===== config.mk =====
export PLATFORM = sky130hd
export DESIGN_NAME = branch_prediction_ctrl
export DESIGN_NICKNAME = d
export VERILOG_FILES = /design/src/rtl/branch_prediction_ctrl.sv
export SDC_FILE = /design/constraint.sdc
export NUM_CORES = 2
export LEC_CHECK = 0
export CELL_PAD_IN_SITES_DETAIL_PLACEMENT = 0
export CELL_PAD_IN_SITES_GLOBAL_PLACEMENT = 2
export CORE_ASPECT_RATIO = 1.25
export CORE_MARGIN = 5
export CORE_UTILIZATION = 39
export DETAILED_ROUTE_END_ITERATION = 10
export GPL_TIMING_DRIVEN = 0
export PLACE_DENSITY = 0.83
export SLEW_MARGIN = 20
export SYNTH_ARGS = -nofsm -noshare
export SYNTH_HDL_FRONTEND = slang
export SYNTH_SLANG_ARGS = --single-unit

===== constraint.sdc =====
create_clock -name clk -period 24.3 [get_ports clk]
set_input_delay 3.645 -clock clk [delete_from_list [all_inputs] [get_ports clk]]
set_output_delay 3.645 -clock clk [all_outputs]
set_load 0.02 [all_outputs]

===== src/rtl/branch_prediction_ctrl.sv =====
// Dynamic branch predictor: direct-mapped BHT/BTB looked up in Fetch, trained and
// checked in Execute, with redirect/flush generation and saturating statistics.
module branch_prediction_ctrl #(
  parameter int INDEX_BITS = 4,
  parameter int TAG_BITS   = 8,
  parameter int CNT_W      = 16
) (
  input  logic             clk,
  input  logic             reset,
  // Fetch-side lookup
  input  logic [31:0]      PCF,
  output logic             PredTakenF,
  output logic [31:0]      PredTargetF,
  // Execute-side resolve
  input  logic             BranchE,
  input  logic             TakebranchE,
  input  logic [31:0]      PCE,
  input  logic [31:0]      PCTargetE,
  input  logic [31:0]      PCPlus4E,
  input  logic             PredTakenE,
  input  logic [31:0]      PredTargetE,
  output logic             MispredictE,
  output logic [31:0]      RedirectPCE,
  output logic             FlushD,
  output logic             FlushE,
  // Statistics
  output logic [CNT_W-1:0] BranchCount,
  output logic [CNT_W-1:0] MispredCount
);

  localparam int ENTRIES = 1 << INDEX_BITS;
  localparam int TAG_LSB = INDEX_BITS + 2;
  localparam int TAG_MSB = INDEX_BITS + TAG_BITS + 1;

  // Counter encoding: 00 SNT, 01 WNT, 10 WT, 11 ST
  localparam logic [1:0] CTR_WNT = 2'b01;
  localparam logic [1:0] CTR_WT  = 2'b10;
  localparam logic [1:0] CTR_ST  = 2'b11;
  localparam logic [1:0] CTR_SNT = 2'b00;

  logic [ENTRIES-1:0]  r_valid;
  logic [TAG_BITS-1:0] r_tag    [ENTRIES];
  logic [31:0]         r_target [ENTRIES];
  logic [1:0]          r_ctr    [ENTRIES];

  logic [CNT_W-1:0]    r_branch_cnt;
  logic [CNT_W-1:0]    r_mispred_cnt;

  logic [INDEX_BITS-1:0] w_idx_f;
  logic [TAG_BITS-1:0]   w_tag_f;
  logic                  w_hit_f;
  logic [INDEX_BITS-1:0] w_idx_e;
  logic [TAG_BITS-1:0]   w_tag_e;
  logic                  w_hit_e;
  logic                  w_dir_wrong;
  logic                  w_tgt_wrong;
  logic                  w_mispredict;
  logic                  w_unused;

  assign w_idx_f = PCF[TAG_LSB-1:2];
  assign w_tag_f = PCF[TAG_MSB:TAG_LSB];
  assign w_idx_e = PCE[TAG_LSB-1:2];
  assign w_tag_e = PCE[TAG_MSB:TAG_LSB];

  assign w_unused = ^{PCF[31:TAG_MSB+1], PCF[1:0], PCE[31:TAG_MSB+1], PCE[1:0]};

  // Fetch lookup reads only registered table state, so an update landing in the
  // same cycle is not bypassed; Fetch sees it from the following cycle.
  assign w_hit_f     = r_valid[w_idx_f] && (r_tag[w_idx_f] == w_tag_f);
  assign PredTakenF  = w_hit_f && r_ctr[w_idx_f][1];
  assign PredTargetF = PredTakenF ? r_target[w_idx_f] : (PCF + 32'd4);

  assign w_hit_e = r_valid[w_idx_e] && (r_tag[w_idx_e] == w_tag_e);

  // A correct direction with a stale target still needs a redirect.
  assign w_dir_wrong  = (TakebranchE != PredTakenE);
  assign w_tgt_wrong  = TakebranchE && PredTakenE && (PredTargetE != PCTargetE);
  assign w_mispredict = BranchE && (w_dir_wrong || w_tgt_wrong);

  assign MispredictE = w_mispredict;
  assign RedirectPCE = w_mispredict ? (TakebranchE ? PCTargetE : PCPlus4E) : 32'd0;
  assign FlushD      = w_mispredict;
  assign FlushE      = w_mispredict;

  assign BranchCount  = r_branch_cnt;
  assign MispredCount = r_mispred_cnt;

  // Table training: hits move the counter; only taken misses allocate.
  always_ff @(posedge clk or posedge reset) begin
    if (reset) begin
      r_valid <= '0;
      for (int i = 0; i < ENTRIES; i++) begin
        r_tag[i]    <= '0;
        r_target[i] <= '0;
        r_ctr[i]    <= CTR_WNT;
      end
    end else if (BranchE) begin
      if (w_hit_e) begin
        if (TakebranchE) begin
          r_ctr[w_idx_e]    <= (r_ctr[w_idx_e] == CTR_ST) ? CTR_ST : (r_ctr[w_idx_e] + 2'd1);
          r_target[w_idx_e] <= PCTargetE;
        end else begin
          r_ctr[w_idx_e]    <= (r_ctr[w_idx_e] == CTR_SNT) ? CTR_SNT : (r_ctr[w_idx_e] - 2'd1);
        end
      end else if (TakebranchE) begin
        r_valid[w_idx_e]  <= 1'b1;
        r_tag[w_idx_e]    <= w_tag_e;
        r_target[w_idx_e] <= PCTargetE;
        r_ctr[w_idx_e]    <= CTR_WT;
      end
    end
  end

  // Statistics stick at all-ones rather than wrapping.
  always_ff @(posedge clk or posedge reset) begin
    if (reset) begin
      r_branch_cnt  <= '0;
      r_mispred_cnt <= '0;
    end else if (BranchE) begin
      if (!(&r_branch_cnt)) begin
        r_branch_cnt <= r_branch_cnt + CNT_W'(1);
      end
      if (w_mispredict && !(&r_mispred_cnt)) begin
        r_mispred_cnt <= r_mispred_cnt + CNT_W'(1);
      end
    end
  end

endmodule


[Word-level counts from Yosys, hierarchy flattened]
Cells that the tools add are included.
Cells by class
  add/sub/neg operators: 5
  order comparisons: 6
  equality and inequality tests: 5
  mux-type cells: 39
  bitwise logic cells: 8
  reductions and logical operators: 20
Operators by type and width (number)
  bitwise mux 512 bit: 1
  2-to-1 mux 32 bit: 9
  binary-select mux 32 bit (select 4 bit): 1
  bitwise mux 128 bit: 1
  demux 32 bit (select 4 bit): 1
  binary-select mux 8 bit (select 4 bit): 2
  bitwise mux 32 bit: 2
  2-to-1 mux 8 bit: 5
  adder 16 x 1 -> 16 bit (second input constant): 2
  adder 32 x 3 -> 32 bit (second input constant): 1
  demux 8 bit (select 4 bit): 1
  != test 32 bit: 1
  OR 16 bit: 2
  AND reduction 16 bit: 2
  bitwise AND 16 bit: 1
  binary-select mux 2 bit (select 4 bit): 2
  equality test 8 bit: 2
  inverter 16 bit: 1
  2-to-1 mux 2 bit: 7
  greater-or-equal comparator 5 bit (second input constant): 2
  < comparator 4 x 5 -> 1 bit (second input constant): 2
  inverter 4 -> 5 bit: 2
  logical AND 1 bit: 9
  binary-select mux 1 bit (select 4 bit): 2
  16 further kinds: 22
Word-level totals
  bits in registers: 720
  input bits: 165
  output and inout port bits: 100
  logic and storage cells: 134

[Depth between registers and ports, before layout]
  word-level depth: 9
  mapped depth: 12

[Worst setup path after synthesis]
Ideal clock, no wire load.
  path kind: input to output
  from: input port PCF[2]
  to: output port PredTargetF[13]
  data arrival time: 6.273 ns
  slack: 14.382 ns
  cell stages on the path: 9
  cell sequence: buf_2 -> buf_2 -> buf_2 -> buf_2 -> buf_2 -> clkbuf_1 -> mux4_2 -> mux4_2 -> mux2_2
Between the ends
  word-level cells in the longest chain between the ends: 8
Ends and longest elaborated chain
  start, declared: RTL line 11  | input logic [31:0] PCF,
  inverter 4 -> 5 bit (not written as such): RTL line 69, 70, 71
  binary-select mux 8 bit (select 4 bit): RTL line 69  | assign w_hit_f = r_valid[w_idx_f] && (r_tag[w_idx_f] == w_tag_f);
  2-to-1 mux 8 bit (not written as such) (2 in a row): RTL line 69
  equality test 8 bit: RTL line 69
  logical AND 1 bit: RTL line 69
  logical AND 1 bit: RTL line 70  | assign PredTakenF = w_hit_f && r_ctr[w_idx_f][1];
  2-to-1 mux 32 bit (*): RTL line 71  | assign PredTargetF = PredTakenF ? r_target[w_idx_f] : (PCF + 32'd4);
  end, declared: RTL line 13  | output logic [31:0] PredTargetF,
Mark *: on every way between the ends. The rest lies on a longest branch, timed or not. The select of a mux whose other input is x is not followed.

[Worst setup path in the final report]
  from: input port PCF[3]
  to: output port PredTargetF[31]
Same word-level chain as after synthesis.

==> impl_metrics.py <==
metrics = {
    "global_routing": {
        "antenna_found_initial": 5,
        "grt_pass1_wl_um": 171000,
        "first_global_vias": 25600,
        "grt.total_usage": 0.233,
        "grt_overflow": 0,
        "grt_max_degree": 117,
    },
    "sta": {
        "finalMaxSlewViolations": 0,
        "finalSetupViolations": 0,
        "fin_crit_ns": 12.88,
        "period_share": 0.530,
        "worst_pin_slew_ns": 1.19,
        "clock.fmax_ghz": 0.0776,
        "finClkSkew_ns": 0.0435,
        "finalHoldViolCount": 0,
        "maxSlewHeadroom": 0.208,
        "fin_hold_ws_ns": 0.495,
        "rsz0062_at_grt": "no",
    },
    "final_layout": {
        "drive_above_1_share": 0.410,
        "syn2layout_area_growth_pct": 17.4,
        "nets": 2918,
        "final_util": 0.462,
    },
    "synthesis": {
        "yosys_warnings": 0,
        "yosysSeqAreaShare": 0.500,
        "synth-async-reset-ratio": 1.00,
        "synth_compound_area_frac": 0.0212,
        "postSynthAreaPerCell_sq_um": 14.7,
        "synth_fa_ha_area_frac": 0.00167,
        "synth_simple_gate_area_share": 0.0436,
        "synth_top_family_by_area": "multiplexers",
        "netlist_top_cells_area": "dfrtp_1 49%, mux2_2 21%, mux4_2 14%",
        "ys.flop_type": "dfrtp_1",
        "synth.mux.area_fraction": 0.376,
        "synth_edf_count": 0,
        "synth_seq_cells": 720,
        "yosys.area.top_type": "dfrtp_1",
        "synth.net_count": 2627,
        "syn_inst": 2458,
        "synth-xor-area-share": 0.0253,
        "synth.top_cell.area_share": 0.489,
        "ys_types": 67,
        "synth_area_sq_mm": 0.0360,
    },
    "cts": {
        "tritoncts": "built",
        "cts-buffers-inserted": 78,
        "clkSinkCount": 720,
        "clk_pin_slew_ns": 0.05,
        "root_buffer": "clkbuf_16",
        "cts_post_setup_buffers_inserted": 0,
        "post_cts_resize_count": 0,
        "clock_latency_ns": 0.65,
        "h-tree-depth": 3,
        "ctsHoldBuffers": 0,
        "clockBufferDepth": 3,
    },
    "die": {
        "row_count": 124,
        "die-height_um": 350,
        "io_pins": 265,
        "die-area_sq_mm": 0.0986,
        "chipWidth_um": 282,
        "initial_core_util": 0.394,
        "fp.coreArea_sq_mm": 0.0915,
    },
    "detailed_routing": {
        "drc": 0,
        "final_antenna_net_count": 0,
        "finalWirelength_um": 115000,
        "firstDrtPassIters": 5,
        "drtIter0Drc": 1712,
        "avgRoutedWirePerCell_um": 28.7,
        "vias": 23300,
        "vias_per_cell": 5.80,
    },
    "pwr": {
        "ir_worst_vdd_mv": 0.0520,
        "p_per_area_mw_per_mm2": 80.5,
        "power_leakage_nw": 18.0,
    },
    "worst_setup_path": {
        "crit_chain": "clkdlybuf4s50_1 -> buf_6 -> and2_1 -> nand4_1 -> nor3_1 -> nand3_1 -> nor3_1 -> xor2_1 -> mux2_2 -> clkdlybuf4s50_1",
        "crit_fanout": 10,
        "max_stage_delay_ns": 0.92,
        "required_ns": 20.65,
        "r2r_cells": 9,
        "criticalPathCategory": "input pin to output pin",
        "cp_slowest_cell": "nor3_1",
        "worst_setup_path_end_kind": "output pin",
        "cp.arrival_ns": 9.23,
        "worst_setup_path_start_kind": "input pin",
    },
    "placement": {
        "gp_congestion": 0.876,
        "io_buffers": 204,
        "place_hpwl_um": 81800,
    },
    "hold_path": {
        "whs_path_depth": 1,
        "hold_class": "register to register",
    },
    "run_status": {
        "status": "finished, final reports clean",
    },
    "run": {
        "drv_cap": 0,
    },
}
[per-layer routing]
layer	track usage	vias to the layer above	wire length, um	part of all wire
met1	0.295	12500	45300	0.39
met2	0.398	815	58100	0.50
met3	0.0418	217	6900	0.060
met5	0	-	11	0.000096
li1	-	9695	-	-
met4	0.0908	2	4720	0.041
[cells in the mapped netlist (5+ instances only)]
cell type    n
nor2b_1     15
buf_1       27
a22oi_1     16
mux2_1       6
nand2_1     48
inv_1       31
and4_1       6
nor3_4       9
and2_1       5
nand4_1     21
mux2_4       8
nor3_1       8
a32o_1      12
xnor2_1     72
xor2_1      32
nor2_1      91
or2_2       17
mux2_2     671
nand3_1     31
dfstp_2     16
mux4_2     222
dfrtp_1    704
buf_6        8
a211oi_1    10
nor4_1       5
mux2i_1     77
buf_4       10
buf_2       35
o21ai_0     24
and3_1      14
clkbuf_1   135
a22o_1       5
nor2_2       5
a21oi_1      5
[layout by cell type, fill, tap and decap left out, types with 6 or more instances in the layout]
cell type and count:
nor2_1 91, mux4_2 222, buf_1 21, or2_2 17
nor3_4 12, a211oi_1 10, clkbuf_2 6, xnor2_1 72
buf_16 7, mux2i_1 77, clkdlybuf4s50_1 204, nor2b_1 15
clkinv_2 9, nand3_1 31, mux2_1 6, buf_6 8
mux2_4 8, nand2_1 48, nand4_1 21, nor3_1 7
dfrtp_1 704, and3_1 14, dfstp_2 16, buf_2 40
mux2_2 671, clkbuf_16 78, buf_4 10, clkbuf_8 15
clkbuf_1 155, and4_1 6, inv_1 30, xor2_1 32
a22oi_1 16, o21ai_0 24, a32o_1 12
[layout make-up]
type                            instances  area, sq um
Inverter                               31          124
Clock buffer                          118         2250
Buffer                                221         1050
Clock inverter                         21          223
Sequential cell                       720        18000
Multi-Input combinational cell       1486        16900
Antenna cell                            3         7.51
Fill cell                            8088        49200
Timing Repair Buffer                  211         2230
Tap cell                             1197         1500
[report_power, final]
group / internal [mW] / switching [mW] / total (mW)
logic: 0.389 / 0.288 / 0.677
registers: 1.43 / 0.138 / 1.56
clock network: 0.665 / 0.502 / 1.17
total: 2.48 / 0.928 / 3.41
[sequential cells by signal, summed over array words and instances (netlist names)]
name          count
r_tag           128
r_ctr            32
MispredCount     16
BranchCount      16
r_valid          16
r_target        512
[worst paths after layout]
path                                            start                     endpoint  slack [ns]
max                                            PCF[3]              PredTargetF[31]       11.42
min                        BranchCount[9]$_DFFE_PP0P_   BranchCount[9]$_DFFE_PP0P_        0.50
min reg2reg                BranchCount[9]$_DFFE_PP0P_   BranchCount[9]$_DFFE_PP0P_        0.50
max reg2reg                     r_tag[17]$_DFFE_PP0P_        r_tag[91]$_DFFE_PP0P_       20.75
max in group asynchronous                       reset        r_tag[31]$_DFFE_PP0P_       18.15
min in group asynchronous                       reset  MispredCount[1]$_DFFE_PP0P_        3.46
[kinds of logic (layout without fill, tap and decap cells)]
logic type	Yosys count	in the layout
buf+inv	252	602
simple gates	290	290
other cells	0	3
compound gates	102	102
mux	985	985
fa+ha+maj	5	5
xor+xnor	104	104
flops	720	720
[worst max-delay path, delay by kind of cell]
family / cells / cell delay, ns
muxes: 1 / 0.27
buffers and inverters: 3 / 1.81
xor gates and xnor gates: 1 / 0.20
and+or+nand+nor: 5 / 3.28
[metrics by stage]
step | setup TNS, ns | setup slack, ns | power, mW | std cells | area, sq um
final | 0 | 11.42 | 3.41 | 4008 | 42300
after global routing | 0 | 11.33 | 3.55 | 4005 | 42300
after CTS | 0 | 11.42 | 3.43 | 4005 | 42300
after detailed placement | 0 | 11.43 | 2.26 | 3866 | 39800
after global placement | -4153.45 | -6.04 | 2.21 | 3859 | 39600
after floorplan | 0 | 0.484 | 2.02 | 2458 | 36000
No activity file was read; power rests on OpenSTA's default activity.
